**src/rtl/ps2_pkg.sv**
```systemverilog
// ps2_pkg: shared PS/2 prefix codes and state encodings for the scan receiver.
package ps2_pkg;
    localparam logic [7:0] PS2_BREAK = 8'hF0;
    localparam logic [7:0] PS2_EXT   = 8'hE0;
    typedef enum logic [1:0] {F_IDLE, F_DATA, F_PARITY, F_STOP} frame_state_t;
    typedef enum logic [1:0] {D_NORMAL, D_BREAK, D_EXT, D_EXT_BREAK} dec_state_t;
endpackage

```
**src/rtl/ps2_line_filter.sv**
```systemverilog
// ps2_line_filter: 2-FF synchronizer, FILTER_LEN-sample glitch filter and falling-edge strobe.
module ps2_line_filter #(
    parameter int FILTER_LEN = 8
) (
    input  logic clk,
    input  logic rst_n,
    input  logic line,
    output logic level,
    output logic fall
);
    localparam int CW = $clog2(FILTER_LEN + 1);
    logic s1, s2, flip;
    logic [CW-1:0] cnt;
    assign flip = s2 != level && cnt == CW'(FILTER_LEN - 1);
    always_ff @(posedge clk or negedge rst_n) begin
        if (!rst_n) begin
            s1    <= 1'b1;
            s2    <= 1'b1;
            level <= 1'b1;
            cnt   <= '0;
            fall  <= 1'b0;
        end else begin
            s1    <= line;
            s2    <= s1;
            cnt   <= (s2 == level || flip) ? '0 : cnt + 1'b1;
            level <= flip ? s2 : level;
            fall  <= flip && level;
        end
    end
endmodule

```
**src/rtl/ps2_scan_receiver.sv**
```systemverilog
// ps2_scan_receiver: deframes PS/2 set-2 frames and holds the make code of the pressed key.
module ps2_scan_receiver
    import ps2_pkg::*;
#(
    parameter int FILTER_LEN     = 8,
    parameter int TIMEOUT_CYCLES = 50000
) (
    input  logic       clk,
    input  logic       rst_n,
    input  logic       ps2_clk,
    input  logic       ps2_data,
    output logic [7:0] scan_code,
    output logic       scan_valid,
    output logic       key_released,
    output logic       frame_err
);
    localparam int TW = $clog2(TIMEOUT_CYCLES + 1);
    frame_state_t fstate, fstate_n;
    dec_state_t dstate, dstate_n;
    logic [2:0] bit_cnt, bit_cnt_n;
    logic [7:0] shreg, shreg_n, code_n;
    logic [TW-1:0] tcnt, tcnt_n;
    logic fall, clk_level, data_s1, data_s;
    logic par, par_n, byte_ok, timeout, sv_n, kr_n, err_n, is_prefix;

    ps2_line_filter #(.FILTER_LEN(FILTER_LEN)) u_clk_filter (
        .clk  (clk),
        .rst_n(rst_n),
        .line (ps2_clk),
        .level(clk_level),
        .fall (fall)
    );

    always_comb begin
        fstate_n  = fstate;
        bit_cnt_n = bit_cnt;
        shreg_n   = shreg;
        par_n     = par;
        byte_ok   = 1'b0;
        err_n     = 1'b0;
        timeout   = fstate != F_IDLE && !fall && tcnt == TW'(TIMEOUT_CYCLES);
        tcnt_n    = (fstate == F_IDLE || fall || timeout) ? '0 : tcnt + 1'b1;
        if (timeout) begin
            fstate_n = F_IDLE;
            err_n    = 1'b1;
        end else if (fall) begin
            case (fstate)
                F_IDLE: begin
                    fstate_n  = data_s ? F_IDLE : F_DATA;
                    bit_cnt_n = '0;
                end
                F_DATA: begin
                    shreg_n   = {data_s, shreg[7:1]};
                    bit_cnt_n = bit_cnt + 1'b1;
                    fstate_n  = bit_cnt == 3'd7 ? F_PARITY : F_DATA;
                end
                F_PARITY: begin
                    par_n    = data_s;
                    fstate_n = F_STOP;
                end
                default: begin
                    byte_ok  = data_s && ^{shreg, par};
                    err_n    = !byte_ok;
                    fstate_n = F_IDLE;
                end
            endcase
        end
    end

    // The decoder consumes the byte on the stop-bit strobe; its outputs land one clk later.
    assign is_prefix = shreg == PS2_EXT || shreg == PS2_BREAK;
    always_comb begin
        dstate_n = dstate;
        code_n   = scan_code;
        sv_n     = 1'b0;
        kr_n     = 1'b0;
        if (err_n) begin
            dstate_n = D_NORMAL;
        end else if (byte_ok) begin
            case (dstate)
                D_NORMAL: begin
                    dstate_n = shreg == PS2_EXT ? D_EXT : shreg == PS2_BREAK ? D_BREAK : D_NORMAL;
                    sv_n     = !is_prefix;
                    code_n   = is_prefix ? scan_code : shreg;
                end
                D_BREAK: begin
                    dstate_n = D_NORMAL;
                    kr_n     = shreg == scan_code;
                    code_n   = shreg == scan_code ? 8'h00 : scan_code;
                end
                D_EXT:   dstate_n = shreg == PS2_BREAK ? D_EXT_BREAK : D_NORMAL;
                default: dstate_n = D_NORMAL;
            endcase
        end
    end

    always_ff @(posedge clk or negedge rst_n) begin
        if (!rst_n) begin
            data_s1      <= 1'b1;
            data_s       <= 1'b1;
            fstate       <= F_IDLE;
            dstate       <= D_NORMAL;
            bit_cnt      <= '0;
            shreg        <= '0;
            par          <= 1'b0;
            tcnt         <= '0;
            scan_code    <= 8'h00;
            scan_valid   <= 1'b0;
            key_released <= 1'b0;
            frame_err    <= 1'b0;
        end else begin
            data_s1      <= ps2_data;
            data_s       <= data_s1;
            fstate       <= fstate_n;
            dstate       <= dstate_n;
            bit_cnt      <= bit_cnt_n;
            shreg        <= shreg_n;
            par          <= par_n;
            tcnt         <= tcnt_n;
            scan_code    <= code_n;
            scan_valid   <= sv_n;
            key_released <= kr_n;
            frame_err    <= err_n;
        end
    end
endmodule

```
**config.mk**
```make
export PLATFORM = sky130hd
export DESIGN_NAME = ps2_scan_receiver
export DESIGN_NICKNAME = d
export VERILOG_FILES = /design/src/rtl/ps2_pkg.sv /design/src/rtl/ps2_line_filter.sv /design/src/rtl/ps2_scan_receiver.sv
export SDC_FILE = /design/constraint.sdc
export NUM_CORES = 1
export LEC_CHECK = 0
export CORE_UTILIZATION = 50
export CTS_BUF_LIST = sky130_fd_sc_hd__clkbuf_8
export DETAILED_ROUTE_END_ITERATION = 10
export PLACE_DENSITY = 0.71
export SETUP_SLACK_MARGIN = 0.1
export SLEW_MARGIN = 20
export SYNTH_ARGS = -nofsm -noshare
export SYNTH_HDL_FRONTEND = slang
export SYNTH_SLANG_ARGS = --single-unit
```
**constraint.sdc**
```tcl
create_clock -name clk -period 2.1 [get_ports clk]
set_input_delay 0.315 -clock clk [delete_from_list [all_inputs] [get_ports clk]]
set_output_delay 0.315 -clock clk [all_outputs]
set_load 0.05 [all_outputs]
```
==> impl_results.md, run 1 <==
- Syn Nets: 229
- Num CTS Buffers: 5
- Tightest Pin Transition: 0.641 ns
- Total Wirelength: 4150 um
- Worst slew margin: 0.573
- CP startpoint: par
- RR Startpoint: par
- Worst setup path class: flip-flop to flip-flop
- Pre-antenna DRT Iters: 4
- Row cnt: 25
- Crit path max-delay family: XOR/XNOR gates
- Maximum vdd drop: 0.000390 V
- Unique masters post-synth: 39
- Die height: 72.4 um
- Period utilization: 0.917
- Setup repair after global routing missed its margin: no
- CTS root buf: clkbuf_8
- TritonCTS Sinks: 53
- WP data arrival: 2.12 ns
- Final setup viols: 0
- CTS tree: done
- Pwr/cell area: 612 mW/mm^2
- Synth warnings: 0
- I/O pin cnt: 15
- Fin Setup TNS: 0 ns
- Max-cap violation count: 0
- Synth cell count leaders: dfrtp_1 (48), nor2_1 (23), xnor2_1 (19)
- Primary FF master, synth: dfrtp_1
- Area grow syn2layout: 15.1%
- Cell with the most instances after synthesis: dfrtp_1
- Initial antenna violation count: 0
- Layout fillers: 428
- Max Root-Sink Buffers: 2
- Delay of the slowest cell on the worst path: 0.45 ns
- IO buf count: 14
- CP Launch Type: flip-flop
- Top cells by area, synth: dfrtp_1 (48%), xnor2_1 (6.7%), dfstp_2 (5.3%)
- Critical Path, Cell by Cell: xor3_1, or3_1, mux2i_4, o21ai_4, a32o_1
- Mapped Avg Cell Area: 11.3 sq um
- Initial Util: 0.521
- Final hold slack: 0.116 ns
- Synth top area share: 0.485
- CTS clk-pin slew, worst paths: 0.09 ns
- FMAX: 0.519 GHz
- Gr ovfl total: 0
- Post-synth top area cell: dfrtp_1
- CP Buf/Inv Count: 0
- Async S/R FF share, synth: 1.00
- Die footprint: 0.00524 sq mm
- Nets: 253
- Post-synth EDFFs: 0
- Detailed router's first-iteration violation count: 146
- HP Class: input port to asynchronous set/reset pin
- CP Max Fanout: 8
- Routability Congestion: 0.780
- Vias in the first global route: 1496
- H-tree depth: 2
- Worst skew pair latency: 0.30 ns
- All-Layer GR Usage: 0.178
- Outcome: finished, final reports clean
- CP endpoint kind: flip-flop
- Critical Path RT: 2.29 ns
- Post-DP HPWL: 2810 um
- Layout cells sized above 1: 0.188
- Final hold violations: 0
- Slew Limit Fails: 0
- Leak: 1.24 nW
- Mapped cell area: 0.00248 sq mm
- Core area: 0.00475 sq mm
- Number of synthesized register bits: 53
- Clock Skew: 0.00564 ns
- Via count: 1623
- Largest net degree at the start of global routing: 54
- Synth Instances: 220
- Seq/Total Area, Yosys: 0.538
- Worst path slowest cell: xor3_1
- Via/cell ratio: 5.20
- Post-layout minimum cycle time: 1.93 ns
- Global-route wire length before repair: 7110 um
- DIE WIDTH: 72.4 um
- DRC viols: 0
- WL per Instance: 13.3 um
- ANT nets after route: 0
- ANT cells: 0
[what timing repair did]
item / 4_1_cts / 5_1_grt
hold buffers: 0 / 0
gates cloned: 0 / 0
setup endpoints to repair: 7 / 19
setup buffers: 0 / 1
gates resized for setup: 1 / 3
[kinds of logic after synthesis]
logic type	Yosys count	share of synthesized area
XOR/XNOR	29	0.115
flip-flops	53	0.538
AND/OR/NAND/NOR	80	0.170
AO/OA/AOI/OAI	30	0.0803
adder cells (fa/ha/maj)	5	0.0253
buffers and inverters	14	0.0263
multiplexers	9	0.0455
[layout by cell type (no fill, tap or decap), types with 2 or more instances in the layout]
cell type        netlist  layout
a22o_2                 7       7
o21ai_0               14      14
clkdlybuf4s50_1        0      13
nor3_1                 4       4
xnor2_1               19      19
nand4_1                4       4
a21oi_1                6       6
mux2_2                 8       8
dfrtp_1               48      48
ha_1                   5       5
nand3_1               12      12
nand2_1               11      11
and3_1                 4       4
nor2_1                23      23
dfstp_2                5       5
clkinv_2               0       2
nand3b_1               3       3
or3_1                  4       4
buf_4                  0       9
xor2_1                 8       8
a32o_1                 2       2
inv_1                  7       7
clkbuf_8               0       5
nand2b_1               3       3
[metrics by stage]
step / total power [W] / instance area [sq um] / setup WS, ns / util / instances
3_5_place_dp: 0.00122 / 2740 / 0.109 / 0.576 / 303
2_1_floorplan: 0.00117 / 2480 / 0.198 / - / 220
4_1_cts: 0.00177 / 2830 / 0.150 / 0.594 / 311
5_1_grt: 0.00183 / 2850 / 0.0949 / 0.599 / 312
3_3_place_gp: 0.00121 / 2740 / 0.146 / 0.576 / 303
6_report: 0.00174 / 2850 / 0.175 / 0.599 / 312
[per-layer routing]
layer  vias up  track usage  share of wire
met1       774        0.259           0.49
met4         0       0.0784          0.025
met5         -            0              0
li1        807            -              -
met2        30        0.256           0.45
met3        12       0.0375          0.029
[final cells by class]
type / count / area (sq um) / area share
multi-input combinational: 153 / 1100 / 0.385
clock inverter: 3 / 17.5 / 0.00615
timing repair buffer: 24 / 223 / 0.0781
clock buffer: 5 / 68.8 / 0.0241
inverter: 7 / 26.3 / 0.00922
sequential: 53 / 1330 / 0.468
tap: 67 / 83.8 / 0.0294
[worst paths after layout]
| kind | end | slack, ns | cells past startpoint |
|---|---|---|---|
| hold / removal | tcnt[13] | 0.12 | 2 |
| min in group clk | data_s | 0.36 | 0 |
| setup / recovery | scan_code[0] | 0.17 | 5 |
| setup reg to reg | scan_code[0] | 0.17 | 5 |
| max in group asynchronous | dstate[1] | 1.56 | 2 |
| hold reg to reg | data_s | 0.36 | 0 |
[registers in the layout, indices dropped and copies added (netlist names)]
register            flops
data_s                  1
bit_cnt                 3
u_clk_filter.s1         1
tcnt                   16
shreg                   8
u_clk_filter.s2         1
u_clk_filter.level      1
dstate                  2
scan_valid              1
key_released            1
data_s1                 1
par                     1
fstate                  2
u_clk_filter.cnt        4
u_clk_filter.fall       1
scan_code               8
frame_err               1
[report_power, final]
part	switching, W	internal (W)	leakage (nW)	total [W]
registers	0.0000278	0.00106	0.721	0.00109
clock network	0.000315	0.000230	0.0439	0.000546
logic	0.0000579	0.0000474	0.479	0.000105
total	0.000401	0.00134	1.24	0.00174
(Power assumes the default switching activity.)
==> run 2, diff against run 1 <==
--- a/config.mk
+++ b/config.mk
@@ -8,7 +8,7 @@
 export CORE_UTILIZATION = 50
 export CTS_BUF_LIST = sky130_fd_sc_hd__clkbuf_8
 export DETAILED_ROUTE_END_ITERATION = 10
-export PLACE_DENSITY = 0.71
+export PLACE_DENSITY = 0.69
 export SETUP_SLACK_MARGIN = 0.1
 export SLEW_MARGIN = 20
 export SYNTH_ARGS = -nofsm -noshare
==> impl_results.md, run 2 (synthesized netlist as in run 1, its figures left out) <==
- Initial antenna violation count: 0 (unchanged)
- Tightest Pin Transition: 0.525 ns (-0.116 ns)
- Worst path slowest cell: dfrtp_1
- GR met2 Demand/Resource: 0.275 (+0.0187)
- Outcome: finished, final reports clean
- WP data arrival: 2.14 ns (+0.02 ns)
- DIE WIDTH: 72.4 um (unchanged)
- Clock power share: 0.318 (+0.005)
- Period utilization: 0.923 (+0.00578)
- Total Wirelength: 4040 um (-2.6%)
- Worst setup path class: flip-flop to flip-flop
- Die footprint: 0.00524 sq mm (unchanged)
- Sequential fraction of design power: 0.621 (-0.006)
- Via/cell ratio: 5.13 (-1.4%)
- Critical Path, Cell by Cell: xor3_1, or3_1, mux2i_4, o21ai_4, a32o_1
- Worst slew margin: 0.649 (+0.0766)
- Pre-antenna DRT Iters: 4 (unchanged)
- Area grow syn2layout: 16.3%
- ANT nets after route: 0 (unchanged)
- CTS clk-pin slew, worst paths: 0.09 ns (about the same)
- Worst skew pair latency: 0.30 ns (about the same)
- GRT Max-Usage Layer: met2
- Critical Path RT: 2.30 ns (about the same)
- Delay of the slowest cell on the worst path: 0.42 ns (-0.03 ns)
- Switch Pwr: 0.000410 W (+2.2%)
- Fin Setup TNS: 0 ns (unchanged)
- Crit path max-delay family: flip-flops
- Via count: 1615 (-0.49%)
- CP Buf/Inv Count: 0 (unchanged)
- GRT met1 Usage: 0.230 (-0.0293)
- Reg area: 0.00133 sq mm (about the same)
- Vias in the first global route: 1543 (+3.1%)
- Row cnt: 25 (unchanged)
- CP Max Fanout: 8 (unchanged)
- I/O pin cnt: 15 (unchanged)
- Max FFs per register: 16 (unchanged)
- Final setup viols: 0 (unchanged)
- Gr ovfl total: 0 (unchanged)
- Layout fillers: 422 (-1.4%)
- Clock Skew: 0.00502 ns (-0.000624 ns)
- H-tree depth: 2 (unchanged)
- Met3 usage: 0.0458 (+0.00833)
- Regs by FF count: tcnt x16, scan_code x8, shreg x8
- Most common cell after layout, fill and taps aside: dfrtp_1
- CP Launch Type: flip-flop
- FMAX: 0.516 GHz (-0.63%)
- CTS root buf: clkbuf_8
- CTS tree: done
- Post-Place Setup Slack: 0.0672 ns (-0.0414 ns)
- Largest net degree at the start of global routing: 32 (-41%)
- Global-route wire length before repair: 6860 um (-3.5%)
- Maximum vdd drop: 0.000421 V (+8.0%)
- Combinational share of power: 0.061 (about the same)
- ANT cells: 0 (unchanged)
- Layout cells sized above 1: 0.194 (+0.00579)
- Num CTS Buffers: 5 (unchanged)
- Slew Limit Fails: 0 (unchanged)
- CP endpoint kind: flip-flop
- Max Root-Sink Buffers: 2 (unchanged)
- Setup repair after global routing missed its margin: no
- Most frequent cells in the layout: dfrtp_1 (47), nor2_1 (23), xnor2_1 (19)
- IO buf count: 14 (unchanged)
- Routability Congestion: 0.806 (+3.3%)
- Initial Util: 0.521 (unchanged)
- Net Sw Frac: 0.233 (+0.00341)
- TritonCTS Sinks: 53 (unchanged)
- WL per Instance: 12.8 um (-3.5%)
- Leak: 1.26 nW (+1.3%)
- Pwr/cell area: 609 mW/mm^2 (-0.42%)
- Biggest register: tcnt
- Nets: 256 (+1.2%)
- Die height: 72.4 um (unchanged)
- Core area: 0.00475 sq mm (unchanged)
- Post-layout minimum cycle time: 1.94 ns (+0.0121 ns)
- DRC viols: 0 (unchanged)
- Int Power: 0.00135 W (+0.23%)
- All-Layer GR Usage: 0.174 (-0.00425)
- Multi-input logic area: 0.00109 sq mm (-0.80%)
- Max-cap violation count: 0 (unchanged)
- Detailed router's first-iteration violation count: 92 (-37%)
- Final setup margin: 0.163 ns (-0.0121 ns)
- Post-DP HPWL: 2800 um (-0.40%)
- Final hold violations: 0 (unchanged)
- HP Class: flip-flop to flip-flop
==> run 2: final timing paths <==
kind                                      start         endpoint  slack (ns)  depth (start not counted)
worst max-delay path                   shreg[1]     scan_code[0]        0.16                          5
worst min-delay path            u_clk_filter.s1  u_clk_filter.s2        0.36                          0
worst max register to register         shreg[1]     scan_code[0]        0.16                          5
worst min register to register  u_clk_filter.s1  u_clk_filter.s2        0.36                          0
max in group asynchronous                 rst_n          data_s1        0.98                          3
min in group asynchronous                 rst_n       bit_cnt[1]        0.51                          2
==> run 2: metrics by stage <==
step	hold slack (ns)	cell area [sq um]	utilization	power [W]	std cells
global placement	0.316	2760	0.580	0.00122	304
floorplan	0.0194	2480	-	0.00117	220
CTS	0.362	2860	0.601	0.00178	313
global route	0.371	2880	0.606	0.00184	315
finish	0.360	2880	0.606	0.00175	315
detailed placement	0.313	2760	0.580	0.00122	304
==> run 2: timing repair <==
action / 4_1_cts / 5_1_grt
hold buffers: 1 / 0
buffers inserted: 0 / 2
pin swaps: 0 / 1
hold endpoints to repair: 22 / 0
endpoints found under the setup margin: 7 / 9
gates resized for setup: 1 / 4
==> run 2: worst register-to-register path: cells and delay by family, from the launching register on <==
family,cells,cell delay (ns)
xor gates and xnor gates,1,0.40
DFF,1,0.42
AOI/OAI and AO/OA,2,0.38
and+or+nand+nor,1,0.37
muxes,1,0.27
==> run 2: metal layers <==
layer	wire length, um	vias up
met4	63	0
met5	0	-
li1	-	810
met2	1900	23
met1	1990	777
met3	87	5
==> run 2: power by group through the flow <==
stage	combinational [W]	clock, W	sequential [W]
5_1_grt	0.000125	0.000623	0.00109
2_1_floorplan	0.0000686	0	0.00110
6_report	0.000107	0.000558	0.00109
3_5_place_dp	0.000108	0	0.00111
3_3_place_gp	0.000108	0	0.00111
4_1_cts	0.000110	0.000582	0.00109
==> run 2: area by class of cell <==
class,instances,share of cell area
multi-input cells,153,0.378
repair buffers,27,0.0903
flip-flops and latches,53,0.463
clock inverters,3,0.00651
inverters,7,0.00912
well taps,67,0.0291
clock buffers,5,0.0239
